**config.mk**
```make
export PLATFORM = sky130hd
export DESIGN_NAME = serial_subtractor
export DESIGN_NICKNAME = d
export VERILOG_FILES = /design/src/rtl/arith_pkg.sv /design/src/rtl/full_adder.sv /design/src/rtl/serial_subtractor.sv
export SDC_FILE = /design/constraint.sdc
export NUM_CORES = 1
export LEC_CHECK = 0
export BUFFER_PORTS_ARGS = -buffer_cell sky130_fd_sc_hd__buf_2
export CAP_MARGIN = 10
export CORE_MARGIN = 10
export CORE_UTILIZATION = 45
export DETAILED_ROUTE_END_ITERATION = 8
export HOLD_SLACK_MARGIN = 0.08
export PLACE_DENSITY = 0.68
export SYNTH_ARGS = -nofsm -noshare
export SYNTH_HDL_FRONTEND = slang
export SYNTH_SLANG_ARGS = --single-unit
```
**constraint.sdc**
```tcl
create_clock -name clk -period 3.4 [get_ports clk]
set_clock_uncertainty 0.05 [all_clocks]
set_input_delay 0 -clock clk [delete_from_list [all_inputs] [get_ports clk]]
set_output_delay 0 -clock clk [all_outputs]
set_load 0.05 [all_outputs]
```
**src/rtl/arith_pkg.sv**
```systemverilog
// Shared definitions for the lab arithmetic datapath: FSM state encodings,
// a digit-counter width helper, and the W-divides-N elaboration check.

`ifndef ARITH_PKG_SV
`define ARITH_PKG_SV

// Elaboration guard: a digit-serial unit only makes sense when the digit
// width tiles the operand exactly. Place this inside a module body.
`define ARITH_CHECK_W_DIVIDES_N(N_, W_) \
    if (((N_) % (W_)) != 0) begin : g_bad_digit_width \
        $error("digit width W must divide operand width N"); \
    end

package arith_pkg;

    // FSM state encoding shared by the serial arithmetic units
    localparam logic [1:0] ST_IDLE = 2'd0;
    localparam logic [1:0] ST_RUN  = 2'd1;
    localparam logic [1:0] ST_DONE = 2'd2;

    // Width of a counter that indexes `digits` digits, never below 1 bit
    function automatic int cnt_width(input int digits);
        return (digits > 1) ? $clog2(digits) : 1;
    endfunction

endpackage

`endif

```
**src/rtl/full_adder.sv**
```systemverilog
// One-bit full adder cell, shared with the structural adder.

module full_adder (
    input  logic a,
    input  logic b,
    input  logic cin,
    output logic s,
    output logic cout
);

    logic w_p;

    assign w_p  = a ^ b;
    assign s    = w_p ^ cin;
    assign cout = (a & b) | (cin & w_p);

endmodule

```
**src/rtl/serial_subtractor.sv**
```systemverilog
// Digit-serial subtractor: a - b computed W bits per clock as a + ~b + 1
// through a chain of W full adders. The (N+1)-bit result carries the
// borrow/sign in its MSB.
//
// Handshake: a transfer happens on a rising edge where valid and ready are
// both high. in_ready is high only in IDLE; out_valid is high only in DONE,
// where diff stays stable until out_ready is seen. out_ready is ignored
// outside DONE, and in_ready depends on state alone.

module serial_subtractor
    import arith_pkg::*;
#(
    parameter int N = 32,
    parameter int W = 4
) (
    input  logic         clk,
    input  logic         rst_n,
    input  logic         in_valid,
    output logic         in_ready,
    input  logic [N-1:0] a,
    input  logic [N-1:0] b,
    output logic         out_valid,
    input  logic         out_ready,
    output logic [N:0]   diff,
    output logic [1:0]   dbg_state
);

    `ARITH_CHECK_W_DIVIDES_N(N, W)

    localparam int DIGITS = N / W;
    localparam int CW     = cnt_width(DIGITS);
    localparam logic [CW-1:0] LAST_CNT = CW'(DIGITS - 1);

    logic [1:0]    r_state;
    logic [N-1:0]  r_ra;
    logic [N-1:0]  r_rb;
    logic          r_carry;
    logic [CW-1:0] r_cnt;
    logic [N:0]    r_diff;
    logic          r_out_valid;

    logic          w_accept;
    logic          w_run;
    logic          w_last;
    logic          w_release;
    logic [W:0]    w_carry;
    logic [W-1:0]  w_sum;
    logic [N-1:0]  w_diff_shifted;

    assign w_accept  = (r_state == ST_IDLE) && in_valid;
    assign w_run     = (r_state == ST_RUN);
    assign w_last    = w_run && (r_cnt == LAST_CNT);
    assign w_release = (r_state == ST_DONE) && out_ready;

    // Ripple chain across the low digit of the shift registers
    assign w_carry[0] = r_carry;

    for (genvar gi = 0; gi < W; gi++) begin : g_fa
        full_adder u_fa (
            .a    (r_ra[gi]),
            .b    (r_rb[gi]),
            .cin  (w_carry[gi]),
            .s    (w_sum[gi]),
            .cout (w_carry[gi+1])
        );
    end

    // New digit enters at the MSB end; oldest digit drifts toward bit 0
    assign w_diff_shifted = N'({w_sum, r_diff[N-1:0]} >> W);

    // Control FSM: IDLE -> RUN on accept, RUN -> DONE on last digit,
    // DONE -> IDLE once the result is taken
    always_ff @(posedge clk or negedge rst_n) begin
        if (!rst_n) begin
            r_state <= ST_IDLE;
        end else begin
            case (r_state)
                ST_IDLE: if (in_valid)  r_state <= ST_RUN;
                ST_RUN:  if (w_last)    r_state <= ST_DONE;
                ST_DONE: if (out_ready) r_state <= ST_IDLE;
                default:                r_state <= ST_IDLE;
            endcase
        end
    end

    // Operand shift registers: capture a and ~b at accept, consume a digit per RUN cycle
    always_ff @(posedge clk or negedge rst_n) begin
        if (!rst_n) begin
            r_ra <= '0;
            r_rb <= '0;
        end else if (w_accept) begin
            r_ra <= a;
            r_rb <= ~b;
        end else if (w_run) begin
            r_ra <= r_ra >> W;
            r_rb <= r_rb >> W;
        end
    end

    // Carry between digits (starts at 1 to complete the two's complement) and digit counter
    always_ff @(posedge clk or negedge rst_n) begin
        if (!rst_n) begin
            r_carry <= 1'b0;
            r_cnt   <= '0;
        end else if (w_accept) begin
            r_carry <= 1'b1;
            r_cnt   <= '0;
        end else if (w_run) begin
            r_carry <= w_carry[W];
            r_cnt   <= r_cnt + 1'b1;
        end
    end

    // Result register: collect sum digits during RUN, borrow bit on the last digit
    always_ff @(posedge clk or negedge rst_n) begin
        if (!rst_n) begin
            r_diff <= '0;
        end else if (w_run) begin
            r_diff[N-1:0] <= w_diff_shifted;
            if (w_last) begin
                r_diff[N] <= ~w_carry[W];
            end
        end
    end

    // Output valid flop: set with the last digit, cleared when the result is taken
    always_ff @(posedge clk or negedge rst_n) begin
        if (!rst_n) begin
            r_out_valid <= 1'b0;
        end else if (w_last) begin
            r_out_valid <= 1'b1;
        end else if (w_release) begin
            r_out_valid <= 1'b0;
        end
    end

    assign in_ready  = (r_state == ST_IDLE);
    assign out_valid = r_out_valid;
    assign diff      = r_diff;
    assign dbg_state = r_state;

endmodule

```
Word-level counts from Yosys, hierarchy flattened

Cells that the tools add are included.

$add $sub $neg: 1
Equal/unequal tests: 6
Muxes and demuxes: 14
Bitwise gates (word level): 22
Reduce and logical (&&, ||, !) cells: 8

Operators with widths:

| cell                | count |
|---|---|
| $mux 32             | 4 |
| $not 32->32         | 1 |
| $and 1x1->1         | 8 |
| $xor 1x1->1         | 8 |
| $mux 2              | 3 |
| $mux 3              | 2 |
| $pmux 2 s3          | 1 |
| $mux 1              | 4 |
| $ne 2x2->1 const B  | 2 |
| $or 1x1->1          | 4 |
| $reduce_bool 2->1   | 2 |
| $add 3x1->3 const B | 1 |
| $eq 3x3->1 const B  | 1 |
| $logic_and 1x1->1   | 3 |
| $reduce_and 3->1    | 1 |
| $eq 2x1->1 const B  | 1 |
| $eq 2x2->1 const B  | 1 |
| $logic_not 2->1     | 1 |
| $ne 2x1->1 const B  | 1 |
| $reduce_and 2->1    | 1 |
| $not 1->1           | 1 |

Register bits after elaboration: 104
Output and inout port bits: 37

Depth between registers and ports, before layout

Depth in word-level cells: 11
Gate-level depth with buffers: 8

Modules after synthesis

A second synthesis with hierarchy kept.

Cells, all modules: 457
Area, all modules: 4897.2 um^2

By module, submodules not included:

| module            | times used | cells an instance | area an instance (um^2) | seq. area each (um^2) |
|---|---|---|---|---|
| serial_subtractor | 1          | 453               | 4817.1                  | 2602.5 |
| full_adder        | 4          | 1                 | 20.0                    | 0.0 |

Worst setup path after synthesis

OpenSTA, ideal clock, no wires.

Path type: register -> register
Start: register r_state[0], in the netlist dbg_state[0]
End: register r_rb[28]
Setup time: 0.084 ns
Arrival time: 2.025 ns
Data required time: 3.266 ns
Path slack: 1.241 ns
Cell stages (with the launch flop): 6
Buffers on the path: 2
Period minus slack after synthesis: 2.159 ns
Path through: dfrtp_1 > buf_4 > buf_2 > nor2_1 > nand2_1 > o21ai_0

Cells in the longest elaborated chain, start to end: 3
Elaborated cells on any way between the ends: 5
Classes of those cells: eq/ne: 1; mux: 1; reduce/logical: 3

RTL lines:

| item                                                | RTL line                | text |
|---|---|---|
| from (decl)                                         | serial_subtractor.sv:34 | `logic [1:0] r_state;` |
| from (signal assigned)                              | serial_subtractor.sv:75 | `r_state <= ST_IDLE;` |
| from (signal assigned)                              | serial_subtractor.sv:78 | `ST_IDLE: if (in_valid) r_state <= ST_RUN;` |
| from (signal assigned)                              | serial_subtractor.sv:79 | `ST_RUN: if (w_last) r_state <= ST_DONE;` |
| $logic_not 2->1 *                                   | --                      |  |
| net in_ready                                        | serial_subtractor.sv:19 | `output logic in_ready,` |
| $logic_and 1x1->1 *                                 | serial_subtractor.sv:50 | `assign w_accept = (r_state == ST_IDLE) && in_valid;` |
| $mux 32 / $reduce_bool 2->1 (equally long branches) | --                      |  |
| to (signal assigned)                                | serial_subtractor.sv:93 | `r_rb <= ~b;` |
| to (signal assigned)                                | serial_subtractor.sv:96 | `r_rb <= r_rb >> W;` |
| to (decl)                                           | serial_subtractor.sv:36 | `logic [N-1:0] r_rb;` |

The timed path passes the listed nets; every way through them passes the cells marked *.
A chain may end at the register's enable or synchronous reset.

Final worst setup path

Start: register r_state[1], in the netlist dbg_state[1]
End: register r_ra[21]

Cells in the longest elaborated chain, start to end: 3
Elaborated cells on any way between the ends: 5
Classes of those cells: eq/ne: 1; mux: 1; reduce/logical: 3

RTL lines:

| item                                                | RTL line                | text |
|---|---|---|
| $logic_not 2->1                                     | serial_subtractor.sv:50 |  |
| $logic_and 1x1->1                                   | serial_subtractor.sv:50 |  |
| $mux 32 / $reduce_bool 2->1 (equally long branches) | --                      |  |
| to (signal assigned)                                | serial_subtractor.sv:95 | `r_ra <= r_ra >> W;` |
| to (decl)                                           | serial_subtractor.sv:35 | `logic [N-1:0] r_ra;` |

Several ways; a longest one is shown, not always the timed one.

==> impl_metrics.json <==
{
  "fp.dieW_um": 122,
  "clk_pin_slew_ns": 0.10,
  "avgSynthCellArea_sq_um": 10.0,
  "vias_per_cell": 5.28,
  "cts.sinks": 104,
  "wire_per_inst_um": 16.5,
  "ys_seq_elements": 104,
  "clockPowerShare_pct": 12.7,
  "track_usage_pct": 17.1,
  "fin_crit_sh_pct": 72.3,
  "fp.dieArea_sq_um": 14800,
  "hold_violations": 0,
  "seqPwrFrac_pct": 40.1,
  "period_minus_slack_ns": 2.46,
  "yosysSeqAreaShare_pct": 56.0,
  "yosysTopAreaCellShare_pct": 56.0,
  "cts_root_buf": "clkbuf_8",
  "via_count": 4016,
  "synthTopCellsByArea": "dfrtp_1, nand2_1, o32ai_1",
  "gp_congestion": 0.766,
  "path_class": "flop to flop",
  "p_sw_mw": 2.64,
  "regArea_sq_um": 2600,
  "r2r_slack_ns": 0.94,
  "drtAntennaViolNets": 0,
  "drtIter0Drc": 420,
  "slew_violations": 0,
  "p_comb_share_pct": 47.2,
  "worstHoldPathType": "input port to flop",
  "fp-row-count": 37,
  "crit_path_max_fanout": 38,
  "yosysWarnings": 0,
  "endpoint_kind": "flop",
  "fillers": 871,
  "start_util_pct": 45.6,
  "cts_buffers": 9,
  "cts_htree_levels": 3,
  "grt_max_degree": 55,
  "cts_resized": 0,
  "max-vdd-ir-drop_v": 0.000474,
  "syn_area_sq_um": 4650,
  "worst_pin_slew_ns": 1.04,
  "rsz0062_at_grt": "no",
  "grt_pass1_wl_um": 20500,
  "drv_cap": 0,
  "cp-start-kind": "flop",
  "core-area_sq_um": 10200,
  "synthToLayoutAreaGrowth_pct": 30.5,
  "antenna_found_initial": 0,
  "die_y_um": 122,
  "p_int_mw": 3.03,
  "yosysTopAreaCell": "dfrtp_1",
  "grt_pass1_vias": 4047,
  "syn_inst": 464,
  "ys_types": 29,
  "postCtsSetupBuffers": 0,
  "cp.arrival_ns": 2.73,
  "drive_above_1_share_pct": 21.0,
  "slew_headroom_pct": 30.8,
  "fin_util_pct": 59.6,
  "p_sw_share_pct": 46.5,
  "fin_tns_setup_ns": 0,
  "io_buffers": 104,
  "final-setup-viol-count": 0,
  "whs_ns": 0.111,
  "drt-pass1-iter-count": 5,
  "fmaxAchievable_mhz": 407,
  "multi_input_area_sq_um": 1810,
  "cp_data_required_time_ns": 3.67,
  "nets": 693,
  "ios": 105,
  "p_per_area_nw_per_um2": 935,
  "power.leakage_nw": 2.85,
  "drc": 0,
  "grt_remaining_overflow": 0,
  "synth_fp_nets": 538,
  "clockBufferDepth": 2,
  "dp_hpwl_um": 7810,
  "run_status": "finished clean",
  "cts_tree": "done",
  "clk_latency_ns": 0.38,
  "wirelength_um": 12500
}
[synthesized netlist by cell type (all sizes together)]
master / instances
nor2: 32
a22o: 2
nor2b: 26
o21ai: 15
o21bai: 1
nand2b: 3
nand2: 111
a21oi: 28
nand3b: 1
a221o: 4
o31ai: 5
clkbuf: 8
o22a: 24
nand3: 2
o32ai: 27
and2b: 1
buf: 30
dfrtp: 104
inv: 5
o22ai: 27
a22oi: 1
ha: 2
fa: 4
or2: 1
[final timing paths]
path,startpoint,to,cells past startpoint
min in group asynchronous,rst_n,diff[2],2
worst max register to register,dbg_state[1],r_ra[21],5
max in group asynchronous,rst_n,r_rb[27],3
worst max-delay path,dbg_state[1],r_ra[21],5
worst min-delay path,in_valid,r_ra[29],4
worst min register to register,diff[1],diff[1],2
[placed cells by master, fill, tap and decap left out, types with 3 or more instances in the layout]
master,synthesis,final
fa_1,4,4
buf_2,20,103
inv_1,5,5
o22a_1,24,24
o21ai_0,13,13
o31ai_1,5,5
buf_4,7,8
a221o_1,4,4
clkbuf_8,0,10
o22ai_1,27,27
dlygate4sd3_1,0,71
nor2_1,30,30
clkinv_2,0,3
dfrtp_1,104,103
nand2_1,111,111
a21oi_1,28,28
nor2b_1,26,26
o32ai_1,27,27
[layer usage]
layer | global-route usage, % | wire, um
met1 | 22.2 | 5500
met2 | 27.0 | 5940
met3 | 3.98 | 820
met4 | 6.93 | 268
met5 | 0 | 0
[power groups by stage]
stage	registers (mW)	logic [mW]	clock network, mW
after floorplan	2.82	1.46	0
after global placement	2.26	2.55	0
after detailed placement	2.29	2.62	0
after CTS	2.27	2.70	0.731
after global routing	2.35	2.95	0.786
final	2.28	2.68	0.719
[cells by family after synthesis]
| family | after synthesis | synth area share (%) |
|---|---|---|
| buf+inv | 43 | 5.06 |
| fa+ha+maj | 6 | 2.26 |
| simple gates | 177 | 16.3 |
| flops | 104 | 56.0 |
| compound gates | 134 | 20.3 |
[critical path, cell delays in order, from the launching register on]
cell and delay, ns:
dfrtp_1 0.51, buf_4 0.31, inv_1 0.73, nand3_1 0.12, dlygate4sd3_1 0.60, nand3_1 0.08
[state kept, by name (all words and copies together) (netlist names)]
signal / count
dbg_state: 2
r_ra: 32
r_carry: 1
diff: 33
r_rb: 32
r_cnt: 3
out_valid: 1
[final cells by class]
type	instances	share of cell area, %
clock inverters	5	0.516
well taps	136	2.81
flip-flops and latches	104	42.9
multi-input cells	317	29.9
diodes	1	0.0413
repair buffers	182	21.2
inverters	5	0.309
clock buffers	11	2.33
[timing repair]
action                                  CTS  global route
hold buffers                             71             0
endpoints found under the setup margin    0             0
hold endpoints to repair                118             0
[through the flow]
stage	power, mW	instance area, sq um	cells	setup WS [ns]
after detailed placement	4.91	5180	673	1.16
after CTS	5.69	6060	760	0.949
after floorplan	4.28	4650	464	1.24
final	5.67	6070	761	0.943
after global placement	4.82	5180	673	1.25
after global routing	6.08	6060	760	0.775
Note: power is estimated with default switching activity, not from simulation.
